<file path="src/rtl/vec_exec_pkg.sv">
// Shared encodings for the vector execute sequencer and its lane ALUs.
package vec_exec_pkg;

    typedef enum logic [1:0] {
        OP_SCA = 2'b00,
        OP_VV  = 2'b01,
        OP_VS  = 2'b10,
        OP_RSV = 2'b11
    } optype_e;

    typedef enum logic [1:0] {
        ADD = 2'b00,
        SUB = 2'b01,
        AND = 2'b10,
        OR  = 2'b11
    } aluctrl_e;

    typedef enum logic [1:0] {
        IDLE = 2'b00,
        RUN  = 2'b01,
        DONE = 2'b10
    } seq_state_e;

endpackage

</file>
<file path="src/rtl/vec_lane_alu.sv">
// One combinational L-bit lane: unsigned add/sub (wrapping or saturating), and, or.
import vec_exec_pkg::*;

module vec_lane_alu #(
    parameter int unsigned L = 8
) (
    input  logic [L-1:0] a,
    input  logic [L-1:0] b,
    input  logic [1:0]   alu_ctrl,
    input  logic         sat,
    output logic [L-1:0] y
);

    logic [L:0] sum;
    logic [L:0] diff;

    // The extra MSB is the carry out for add and the borrow for sub.
    assign sum  = {1'b0, a} + {1'b0, b};
    assign diff = {1'b0, a} - {1'b0, b};

    always_comb begin
        y = '0;
        case (aluctrl_e'(alu_ctrl))
            ADD:     y = (sat && sum[L])  ? '1 : sum[L-1:0];
            SUB:     y = (sat && diff[L]) ? '0 : diff[L-1:0];
            AND:     y = a & b;
            OR:      y = a | b;
            default: y = '0;
        endcase
    end

endmodule

</file>
<file path="src/rtl/vector_exec_sequencer.sv">
// Multi-beat vector execute unit: P lane ALUs sweep an I-element vector, P elements per beat.
import vec_exec_pkg::*;

module vector_exec_sequencer #(
    parameter  int unsigned L  = 8,
    parameter  int unsigned I  = 20,
    parameter  int unsigned P  = 4,
    localparam int unsigned NB = (I + P - 1) / P,
    localparam int unsigned BW = $clog2(NB) + 1
) (
    input  logic            CLK,
    input  logic            RST,
    input  logic            start_i,
    output logic            ready_o,
    input  logic [1:0]      op_type_i,
    input  logic [1:0]      alu_ctrl_i,
    input  logic            sat_i,
    input  logic [I*L-1:0]  vec_a_i,
    input  logic [I*L-1:0]  vec_b_i,
    input  logic [L-1:0]    scalar_i,
    input  logic            hold_i,
    output logic            busy_o,
    output logic [BW-1:0]   beat_o,
    output logic [I*L-1:0]  result_o,
    output logic            zero_o,
    output logic            done_o
);

    localparam int unsigned NE = NB * P;

    seq_state_e      state_q;
    logic [BW-1:0]   beat_q;
    logic [I*L-1:0]  a_q;
    logic [I*L-1:0]  b_q;
    logic [1:0]      ctrl_q;
    logic            sat_q;
    logic [I*L-1:0]  result_q;
    logic            zero_q;

    logic [NE*L-1:0] a_pad;
    logic [NE*L-1:0] b_pad;
    logic [L-1:0]    lane_a [P];
    logic [L-1:0]    lane_b [P];
    logic [L-1:0]    lane_y [P];
    logic [I*L-1:0]  res_next;
    logic            run_adv;
    logic            start_ok;

    assign run_adv  = (state_q == RUN) && !hold_i;
    assign start_ok = start_i && ((op_type_i == OP_VV) || (op_type_i == OP_VS));

    // Operands are zero-padded to a whole number of beats so tail lanes never index past I.
    always_comb begin
        a_pad = '0;
        b_pad = '0;
        a_pad[I*L-1:0] = a_q;
        b_pad[I*L-1:0] = b_q;
    end

    always_comb begin
        for (int unsigned k = 0; k < P; k++) begin
            lane_a[k] = '0;
            lane_b[k] = '0;
        end
        for (int unsigned bt = 0; bt < NB; bt++) begin
            if (beat_q == BW'(bt)) begin
                for (int unsigned k = 0; k < P; k++) begin
                    lane_a[k] = a_pad[(bt*P + k)*L +: L];
                    lane_b[k] = b_pad[(bt*P + k)*L +: L];
                end
            end
        end
    end

    for (genvar k = 0; k < P; k++) begin : g_lane
        vec_lane_alu #(.L(L)) u_alu (
            .a        (lane_a[k]),
            .b        (lane_b[k]),
            .alu_ctrl (ctrl_q),
            .sat      (sat_q),
            .y        (lane_y[k])
        );
    end

    // Only real elements exist here, so the masked tail lanes of the last beat have no target.
    for (genvar i = 0; i < I; i++) begin : g_elem
        assign res_next[i*L +: L] = (run_adv && (beat_q == BW'(i / P))) ? lane_y[i % P]
                                                                        : result_q[i*L +: L];
    end

    always_ff @(posedge CLK or negedge RST) begin
        if (!RST) begin
            state_q  <= IDLE;
            beat_q   <= '0;
            a_q      <= '0;
            b_q      <= '0;
            ctrl_q   <= '0;
            sat_q    <= 1'b0;
            result_q <= '0;
            zero_q   <= 1'b0;
        end else begin
            case (state_q)
                IDLE: begin
                    if (start_ok) begin
                        a_q     <= vec_a_i;
                        b_q     <= (op_type_i == OP_VS) ? {I{scalar_i}} : vec_b_i;
                        ctrl_q  <= alu_ctrl_i;
                        sat_q   <= sat_i;
                        beat_q  <= '0;
                        state_q <= RUN;
                    end
                end
                RUN: begin
                    if (!hold_i) begin
                        result_q <= res_next;
                        if (beat_q == BW'(NB - 1)) begin
                            zero_q  <= (res_next == '0);
                            state_q <= DONE;
                        end else begin
                            beat_q <= beat_q + BW'(1);
                        end
                    end
                end
                DONE:    state_q <= IDLE;
                default: state_q <= IDLE;
            endcase
        end
    end

    assign ready_o  = (state_q == IDLE);
    assign busy_o   = (state_q == RUN);
    assign done_o   = (state_q == DONE);
    assign beat_o   = beat_q;
    assign result_o = result_q;
    assign zero_o   = zero_q;

endmodule

</file>
<file path="config.mk">
export PLATFORM = sky130hd
export DESIGN_NAME = vector_exec_sequencer
export DESIGN_NICKNAME = d
export VERILOG_FILES = /design/src/rtl/vec_exec_pkg.sv /design/src/rtl/vec_lane_alu.sv /design/src/rtl/vector_exec_sequencer.sv
export SDC_FILE = /design/constraint.sdc
export NUM_CORES = 1
export LEC_CHECK = 0
export CAP_MARGIN = 15
export CORE_MARGIN = 4
export CORE_UTILIZATION = 53
export DETAILED_ROUTE_END_ITERATION = 8
export GPL_TIMING_DRIVEN = 0
export PLACE_DENSITY_LB_ADDON = 0.25
export RECOVER_POWER = 25
export SYNTH_ARGS = -nofsm -noshare
export SYNTH_HDL_FRONTEND = slang
export SYNTH_SLANG_ARGS = --single-unit
</file>
<file path="constraint.sdc">
create_clock -name CLK -period 7.6 [get_ports CLK]
set_clock_uncertainty 0.15 [all_clocks]
set_input_delay 1.52 -clock CLK [delete_from_list [all_inputs] [get_ports CLK]]
set_output_delay 1.52 -clock CLK [all_outputs]
set_load 0.05 [all_outputs]
</file>
Yosys cells after proc, flatten, opt, wreduce, memory -nomap -nowiden
Cells that the tools add are included.

Flip-flop bits (word level): 490. Input port bits: 337. Word-level logic and storage cells: 119. Output and inout port bits: 168.

Bitwise gates (word level): 9. Add/sub/neg operators: 9. Mux-type cells: 51. Equality and inequality tests: 15. Reduce and logical (&&, ||, !) cells: 27.

Operator list (number): 2-to-1 mux 32 bit (10); 2-to-1 mux 8 bit (28); logical NOT 160 bit (1); 2-to-1 mux 160 bit (1); case mux 8 bit (4 select lines) (4); adder 8 x 8 -> 9 bit (4); subtractor 8 x 8 -> 9 bit (4); bitwise AND 8 bit (4); bitwise OR 8 bit (4); logical AND 1 bit (15); 2-to-1 mux 4 bit (3); equality test 2 bit (second input constant) (4); equality test 4 x 2 -> 1 bit (second input constant) (2); case mux 4 bit (2 select lines) (1); equality test 2 x 1 -> 1 bit (second input constant) (3); 2-to-1 mux 2 bit (3); AND reduction 3 bit (2); adder 4 x 1 -> 4 bit (second input constant) (1); equality test 4 x 1 -> 1 bit (second input constant) (1); equality test 4 x 3 -> 1 bit (second input constant) (1); logical NOT 2 bit (2); logical NOT 4 bit (1); inequality test 2 x 1 -> 1 bit (second input constant) (2); inequality test 2 bit (second input constant) (2); 7 further kinds (8).

Longest topological paths before layout
Gate-level depths: netlist (run 1).

Depth in word-level cells: 12. Gate-level depth with buffers: 25. Depth with buffers taken out: 23.

Cells and area by module
Synthesis (run 1) repeated with hierarchy kept, for this count alone.

Cell total of the unflattened synthesis: 2925. Area total of the unflattened synthesis: 26683.1 µm².

By module, submodules not included: vector_exec_sequencer (area each 21787.1 µm², times used 1, seq. area each 12261.8 µm², cells each 2272); vec_lane_alu (g_lane[1].u_alu ...) (area each 1234.9 µm², times used 2, seq. area each 0.0 µm², cells each 163); vec_lane_alu (g_lane[0].u_alu) (area each 1237.4 µm², times used 1, seq. area each 0.0 µm², cells each 163); vec_lane_alu (g_lane[3].u_alu) (area each 1188.6 µm², times used 1, seq. area each 0.0 µm², cells each 164).

Least setup slack after synthesis (run 1)
No wires, ideal clock.

Path kind: register -> register. From: register beat_q[1] (netlist: beat_o[1]). To: register zero_q (netlist: zero_o). Required time: 7.383 ns. Library setup time: 0.067 ns. Slack: 1.674 ns. Clock period less this slack: 5.926 ns. Buffers on the path: 2. Data arrival time: 5.709 ns. Cell stages (with the launch flop): 24. Cell sequence: dfrtp_1 -> inv_1 -> ha_1 -> nor3b_1 -> clkbuf_1 -> clkbuf_1 -> a22oi_1 -> nor2_1 -> a21oi_1 -> nor2_1 -> a221o_1 -> ha_1 -> fa_1 -> a21o_1 -> a221oi_4 -> o21ai_4 -> o22ai_2 -> a21oi_1 -> or4_1 -> or4b_1 -> nor4b_2 -> nand4_1 -> a2111oi_2 -> a22o_1.

Cells in the longest elaborated chain, start to end: 12. Elaborated cells between the ends (all ways): 78. Classes of those cells: 8 x add/sub; 4 x eq/ne; 42 x mux; 8 x bitwise; 16 x reduce/logical.

Ends and longest elaborated chain: start, declared (RTL line vector_exec_sequencer.sv:32) `logic [BW-1:0] beat_q;`; start signal, assigned (RTL line vector_exec_sequencer.sv:120) `beat_q <= beat_q + BW'(1);`; logical NOT 4 bit (RTL line vector_exec_sequencer.sv:66, vector_exec_sequencer.sv:87); 2-to-1 mux 32 bit (5 in a row) (RTL line vector_exec_sequencer.sv:66) `if (beat_q == BW'(bt)) begin`; subtractor 8 x 8 -> 9 bit or adder 8 x 8 -> 9 bit (tied branches) (RTL line vec_lane_alu.sv:19, vec_lane_alu.sv:18); logical AND 1 bit, on equally long branches (RTL line vec_lane_alu.sv:25, vec_lane_alu.sv:24); 2-to-1 mux 8 bit, on equally long branches (RTL line vec_lane_alu.sv:25, vec_lane_alu.sv:24); case mux 8 bit (4 select lines) (RTL line vec_lane_alu.sv:23) `case (aluctrl_e'(alu_ctrl))`; 2-to-1 mux 8 bit (RTL line vector_exec_sequencer.sv:87) `assign res_next[i*L +: L] = (run_adv && (beat_q == BW'(i / P))) ? lane_y[i % P]`; logical NOT 160 bit (RTL line vector_exec_sequencer.sv:117) `zero_q <= (res_next == '0);`; end signal, assigned (RTL line vector_exec_sequencer.sv:117); end, declared (RTL line vector_exec_sequencer.sv:38) `logic zero_q;`.

Several ways; a longest one is shown, not always the timed one. A chain may end at the register's enable or synchronous reset.

Worst setup path in the final report (run 1)
Same ends and word-level chain as after synthesis.

==> metrics list, run 1 <==
- Run status: finished with violations
* Violated checks: capacitance limit, slew limit
- The via count of the first global-routing pass came to 26501.
* DR iter-0 viols: 3176
- Hold WC Path Type: reg2reg
* Startpoint-to-endpoint class of the critical path: reg2reg
* Mapped Area: 26000 um2
- Post-cts hold buffer count: 0
* Least-Margin Pin Slew: 3.16 ns
* CTS tree: built
* Share of final-layout standard cells stronger than drive strength 1: 8.97%
- Count of buffer and inverter cells on the critical path: 3
- Maximum number of pins on one net before global-route repair: 129
- Among the stages of the critical path, the cell type that occurs most often is nor2_1.
- At the worst endpoint, the arrival time is 7.66 ns.
- STA puts the critical path data required time at 7.99 ns.
* Type of destination of the critical path: flip-flop
* Overall fraction of global-route tracks in use: 42.3%
* Gate family responsible for the most delay along the worst path: compound AO/OA/AOI/OAI gates
- Boundary pin count: 505
- From bottom edge to top edge, the die measures 229 um.
- Buffers placed on the I/O ports in this run total 504.
- Synthesis handed over a netlist of 2797 instances.
- Buffer type at the clock tree root: clkbuf_16
* Adder-Cell Fraction of Synth Area: 5.48%
- Setup violations remaining at the end of the flow were counted as 0.
* Tmin final: 7.27 ns
* Number of antenna violations at the first check in global routing: 16
* Avg Synthesized Cell Area: 9.29 um2
- Post-layout nets: 3817
* Flip-flop and latch count after synthesis: 490
* Via count of the routed design: 26458
- The tree built by TritonCTS fans out to 490 sinks.
* Number of buffers inserted during clock tree synthesis: 51
- Overall routed net length: 115000 um
- Minimum setup slack in the final design: 0.330 ns
- The first detailed-routing pass took 8 iterations.
- Top cells by area, synth: dfrtp_1 (47%), a21oi_1 (8.6%), mux2_2 (7.0%)
* Synthesized-area fraction occupied by and/or/nand/nor cells: 12.8%
* Distinct cells, synth: 87
- Number of failing hold endpoints at the final stage: 0
* Overall die area: 52600 um2
- Remaining antenna violation count: 0
* Leading area contributor after synthesis: dfrtp_1
- Yosys Warn Count: 0
- Async set or reset register ratio after synthesis: 100%
- Detailed-route DRC error count: 0
- Setup repair after global routing left no endpoint under its margin.
- Maxcap violations: 2
- Yosys top cell area share: 47.2%
* Average wire per standard cell: 28.2 um
- Detail-routed via count per cell: 6.48
- The die is 229 um wide.
* Achievable frequency: 0.138 GHz
* Mux share of post-synthesis cell area: 7.13%
* HPWL after detailed placement: 89300 um
- The critical path goes through inv_1, ha_1, nor3b_1, clkbuf_2, clkbuf_1, a22oi_1, nor2_1, a21oi_1, nor2_1, a221o_1, ha_1, fa_1, a211oi_1, nor2_1, a41oi_1, o21ai_1, o32a_1, a22oi_1, o21ai_0, nor3_1, nand4_1, a2111oi_2, a22o_1.
* Total global routing overflow: 0
* Starting Density: 54.0%
- The number of max-slew violations in the final report came to 241.
- Insertion delay to the later sink of the worst-skew pair: 0.62 ns
- For this run, the slowest stage of the critical path takes 0.78 ns.
* Seq/Total Area, Yosys: 47.2%
- Fin crit share: 95.7%
- Primary flip-flop cell chosen by synthesis mapping: dfrtp_1
* H-tree depth: 2
- Slew Limit Headroom: -110%
* Max Buffers Root-to-Sink: 3
- Combinational family with the most area after synthesis: compound AO/OA/AOI/OAI gates
- R2r setup slk: 0.33 ns
- Maximum fanout along the worst path: 10
* Slowest cell on the critical path: a22oi_1
- STA classifies the critical path startpoint as a flip-flop.
* Number of enable flip-flop cells after synthesis: 0
* Floorplan core area: 48100 um2
* Last weighted congestion value of the routability-driven placer: 1.01
- The first global-routing pass estimated 168000 um of wire.
- Parity-gate share of the synthesized area counting xor and xnor cells: 0.404%
- The area growth from synthesis to layout is 30.6%.
* Placement Rows: 80
- Clock-pin slew was measured on the worst setup and hold paths at 0.07 ns.
- OpenSTA, run right after detailed placement, puts the worst setup slack at 0.0553 ns.
- Post-synthesis compound-gate area fraction: 22.5%
- When the netlist entered floorplanning its net count stood at 3243.
- In this run the post-CTS setup repair buffer count came out at 0.
* Utilization after layout: 70.5%
## stage by stage
step           hold slack, ns  TNS [ns]  cells  area, um2
5_1_grt                 0.363         0   4074      33900
6_report                0.328         0   4081      33900
3_3_place_gp            0.313  -7897.70   3957      31900
4_1_cts                 0.339         0   4068      33900
2_1_floorplan           0.331         0   2797      26000
3_5_place_dp            0.319         0   3974      32100
## logic make-up (layout without fill, tap and decap cells)
group,count (synthesis),after routing
other,0,13
xor gates and xnor gates,12,12
and+or+nand+nor,758,758
adders and majority gates,109,109
AOI/OAI and AO/OA,955,955
buffers and inverters,308,923
muxes,165,165
DFF,490,490
## layout by cell type (no fill, tap or decap), types with 20 or more instances in the layout
cell type,synthesis,layout
clkdlybuf4s50_1,0,503
dfrtp_1,490,490
a21oi_1,447,445
nor2_1,357,356
nand2_1,210,210
clkbuf_1,186,191
o21ai_0,184,184
mux2_2,162,162
ha_1,101,101
inv_1,96,96
a22oi_1,66,65
a221o_1,63,63
clkbuf_16,0,52
nor3_1,36,36
nand3_1,25,25
o21a_1,20,20
## layer usage
layer  share of wire, %  GRT usage (%)
met5              0.042              0
met2                 46           68.2
met4                8.8           29.6
met1                 35           49.6
met3                 11           10.8
## synth_stat cells (all sizes together), types with 14 or more instances
cell,number
and2,15
clkbuf,186
nor2,357
a31oi,14
a221o,63
o22ai,15
inv,99
a22oi,66
buf,23
nor2b,18
o21bai,16
o21ai,194
a21o,18
nand3,25
nand2,210
mux2,162
nand2b,18
ha,101
dfrtp,490
a211oi,15
nor3,37
a21oi,448
o21a,20
## tightest hold or removal path, cell delays in order, from the launching register on
cell and delay, ns:
dfrtp_1 0.34, nand2_1 0.04, o21ai_0 0.06
## final timing paths
check / from / to / cells past startpoint
max in group asynchronous: RST / a_pad[84] / 4
min in group asynchronous: RST / result_o[77] / 1
max: beat_o[1] / zero_o / 23
min reg2reg: result_o[158] / result_o[158] / 2
max reg2reg: beat_o[1] / zero_o / 23
min: result_o[158] / result_o[158] / 2
## registers in the layout (all words and copies together) (netlist names)
register  count
a_pad       160
ctrl_q        2
sat_q         1
b_pad       160
result_o    160
zero_o        1
state_q       2
beat_o        4
## cell type report
cell class | instances | area (um2)
tap | 656 | 821
sequential | 490 | 12300
inverter | 99 | 372
timing repair buffer | 521 | 5230
clock buffer | 73 | 1480
antenna | 13 | 32.5
buffer | 209 | 808
clock inverter | 21 | 295
multi-input combinational | 1999 | 12600
fill | 3585 | 14200
## timing repair
item,4_1_cts,5_1_grt
endpoints found under the setup margin,1,1
resized for setup,3,20
cloned,0,0
hold endpoints to repair,0,0
Power of run 1 is left out: the tool's default activity adds up to more than one toggle a clock period on the data nets, which glitch-free logic cannot reach.
==> inputs of run 2 (changes only) <==
--- a/config.mk
+++ b/config.mk
@@ -5,9 +5,10 @@
 export SDC_FILE = /design/constraint.sdc
 export NUM_CORES = 1
 export LEC_CHECK = 0
+export ABC_AREA = 1
 export CAP_MARGIN = 15
 export CORE_MARGIN = 4
-export CORE_UTILIZATION = 53
+export CORE_UTILIZATION = 54
 export DETAILED_ROUTE_END_ITERATION = 8
 export GPL_TIMING_DRIVEN = 0
 export PLACE_DENSITY_LB_ADDON = 0.25
==> run 2 against run 1 <==
The run still ends with capacitance limit, slew limit left. Utilization shrank 1.3 points. Cell count increased by 29%. Fmax is 18% higher. Die area increased by 7.7%. Synthesized area up 10%. Clock-buffer cell count grew 9. First-iteration DRC count is 7.0% higher. Sequential share of layout area shrank 2.4 points. Register-to-register slack better by 1.1 ns. Sequential cell count unchanged. Worst setup slack better by 1.1 ns. Largest cell class unchanged. Highest routed layer unchanged.
==> metrics list, run 2 <==
- Run status: finished with violations
- Violated checks: capacitance limit, slew limit
- Design Power: 19900 uW
- Slew Limit Headroom: -171%
- The net count of the finished layout is 4965.
- Data arrives at the worst endpoint at 6.55 ns.
* Overall die area: 56700 um2
- The via count of the first global-routing pass was 28652.
- Cell area after layout: 36400 um2
- Seq/Total Area, Yosys: 42.9%
- Sorting the synthesized cells by how often they occur yields nand2_1 (1285), inv_1 (599), dfrtp_1 (490), o21ai_0 (406), nand3_1 (279).
- Number of fill cells: 4495
- Fin. max-slew vios: 186
- Least-Margin Pin Slew: 4.06 ns
* Startpoint-to-endpoint class of the critical path: reg2reg
* Max Buffers Root-to-Sink: 3
- Worst path required time: 7.99 ns
- The worst setup path is launched from a flip-flop.
- Number of buffers inserted during clock tree synthesis: 53
- VDD sags by at most 0.250 mV.
* FF/Latch Area: 12300 um2
* Maxcap violations: 2
- Post-CTS sizing: 0
- The path class of the tightest hold or removal check is reg2reg.
- Distinct cells, synth: 41
- Average wire per standard cell: 21.2 um
- Of all nets on the critical path, the largest fanout is 10.
* Placement Cell Area: 34600 um2
- Detailed-route DRC error count: 0
* Total instance count after detailed placement: 5152
- HPWL after detailed placement: 87400 um
- Each instance of the synthesized netlist takes up on average 7.23 um2.
* Die Width: 238 um
- After the first detailed-routing iteration, the DRC count stood at 3398.
- Remaining antenna violation count: 0
- Last weighted congestion value of the routability-driven placer: 1.01
- The floorplan step defined a core boundary enclosing 52600 um2.
- Wire length of the first global-routing pass: 166000 um
* Number of failing hold endpoints at the final stage: 0
* Maximum number of pins on one net before global-route repair: 127
* Placement Rows: 84
- Total global routing overflow: 0
- Setup Slack @ Placement: 1.69 ns
* Flip-flop and latch count after synthesis: 490
- Leading area contributor after synthesis: dfrtp_1
* Primary flip-flop cell chosen by synthesis mapping: dfrtp_1
- Footprint of the multi-input gates: 13100 um2
- The cell area that synthesis handed to floorplanning was 28600 um2.
- DRT Pass-1 Iters: 6
- The Yosys step of the flow raised 0 warnings.
- Leaving out filler cells and counting taps, the final layout contains 5257.
* Buffers inserted during post-CTS setup optimization: 0
- After layout, the worst path uses 81.1% of the clock period.
- Setup violations remaining at the end of the flow were counted as 0.
- Number of antenna violations at the first check in global routing: 9
* Worst hold slack: 0.327 ns
- Counting flops with an async set or reset pin after synthesis yields a share of 100%.
* Insertion delay to the later sink of the worst-skew pair: 0.63 ns
* Count leader, synth: nand2_1
- Summed over its instances, the top area cell type makes up 42.9% of the synthesized netlist area.
- For this block, the via count after detailed routing is 29767.
- Yosys attributes the largest share of cell area to dfrtp_1 (43%), nand2_1 (17%), inv_1 (7.9%).
* Unrepaired setup endpoints after global routing: no
- The clock net in this run drives a total of 490 sinks.
- Leaving out fill and tap cells, the most frequent cell in the layout is nand2_1.
- The synthesized design contains 0 enable-type register cells.
- In the post-route analysis, the smallest setup slack over all paths is 1.44 ns.
- Overall routed net length: 111000 um
* Pwr dens: 548 nW/um2
- Pin placement for this block handled 505 I/O pins.
- Achievable frequency: 0.162 GHz
- LEAKAGE: 0.0182 uW
- Synthesis produced a netlist whose cell count is 3956.
- CTS tree: built
- Clock-pin slew was measured on the worst setup and hold paths at 0.06 ns.
- Type of destination of the critical path: flip-flop
* Net count of the mapped netlist: 4402
- Of the cells placed in the final design, the portion with a size suffix greater than 1 is 4.93%.
- Die height: 238 um
* Most used cells in the layout excluding fill and tap cells: nand2_1 (1285), inv_1 (599), clkdlybuf4s50_1 (503)
- H-tree depth: 2
* Post-cts hold buffer count: 0
* Starting Density: 54.4%
- After detailed routing, the number of vias per cell comes to 5.66.
- Compared with the post-synthesis result, the final layout area differs by 27.1%.
* Buffer type at the clock tree root: clkbuf_16
* Tmin final: 6.16 ns
- During placement, the flow inserted port buffers numbering 504.
* Overall fraction of global-route tracks in use: 38.1%
run 2: worst paths after layout:
kind | endpoint | depth (start not counted) | slack, ns | from
max in group asynchronous | a_pad[87] | 3 | 1.68 | RST
min in group asynchronous | result_o[81] | 1 | 2.16 | RST
min reg2reg | a_pad[148] | 2 | 0.33 | a_pad[148]
max | zero_o | 27 | 1.44 | beat_o[0]
max reg2reg | zero_o | 27 | 1.44 | beat_o[0]
min | a_pad[148] | 2 | 0.33 | a_pad[148]
run 2: logic make-up after synthesis:
kind of cell / after synthesis / synth area share, %
compound gates: 686 / 14.1
buf+inv: 833 / 11.3
xor+xnor: 15 / 0.459
simple gates: 1823 / 26.3
flops: 490 / 42.9
fa+ha+maj: 109 / 4.98
run 2: metrics by stage:
stage | util, % | TNS (ns)
floorplan | - | 0
global placement | 65.7 | -8126.13
detailed placement | 65.9 | 0
CTS | 69.2 | 0
global route | 69.2 | 0
finish | 69.2 | 0
run 2: per-layer routing:
| layer | part of all wire [%] | routed length, um | global-route usage (%) |
|---|---|---|---|
| met1 | 39 | 42900 | 50.2 |
| met2 | 46 | 50800 | 61.5 |
| met3 | 10 | 11500 | 7.52 |
| met4 | 5.4 | 6020 | 17.1 |
| met5 | 0.014 | 16 | 0 |
run 2: final cells by class:
type	count	share of cell area, %
Multi-Input combinational cell	2633	36.1
Sequential cell	490	33.7
Timing Repair Buffer	508	14.1
Inverter	620	6.42
Clock buffer	82	4.25
Buffer	213	2.45
Tap cell	688	2.37
Clock inverter	15	0.578
Antenna cell	8	0.0550
run 2: where the power goes:
group	total [uW]	switching [uW]	internal (uW)
Combinational	12800	8870	3880
Clock	2650	1110	1540
Sequential	4520	669	3860
Total	19900	10600	9280
run 2: critical path, stage by stage, from the launching register on:
cell and delay, ns:
dfrtp_1 0.41, ha_1 0.22, inv_1 0.11, nor2_4 0.07, inv_2 0.25, clkbuf_1 0.62
clkbuf_1 0.44, o211ai_1 0.31, a22oi_1 0.52, ha_1 0.33, buf_2 0.17, nand2_1 0.10
inv_1 0.05, a21oi_1 0.13, nand2_1 0.08, nand2_2 0.17, nand3_1 0.38, nand3_1 0.33
nand2_1 0.10, nor2_1 0.11, nand2_1 0.06, nor2_1 0.20, nand2_1 0.08, nor2_1 0.28
nand2_1 0.12, nor2_1 0.12, nand2_1 0.07, nand2_1 0.06
No activity file was read; power rests on OpenSTA's default activity.
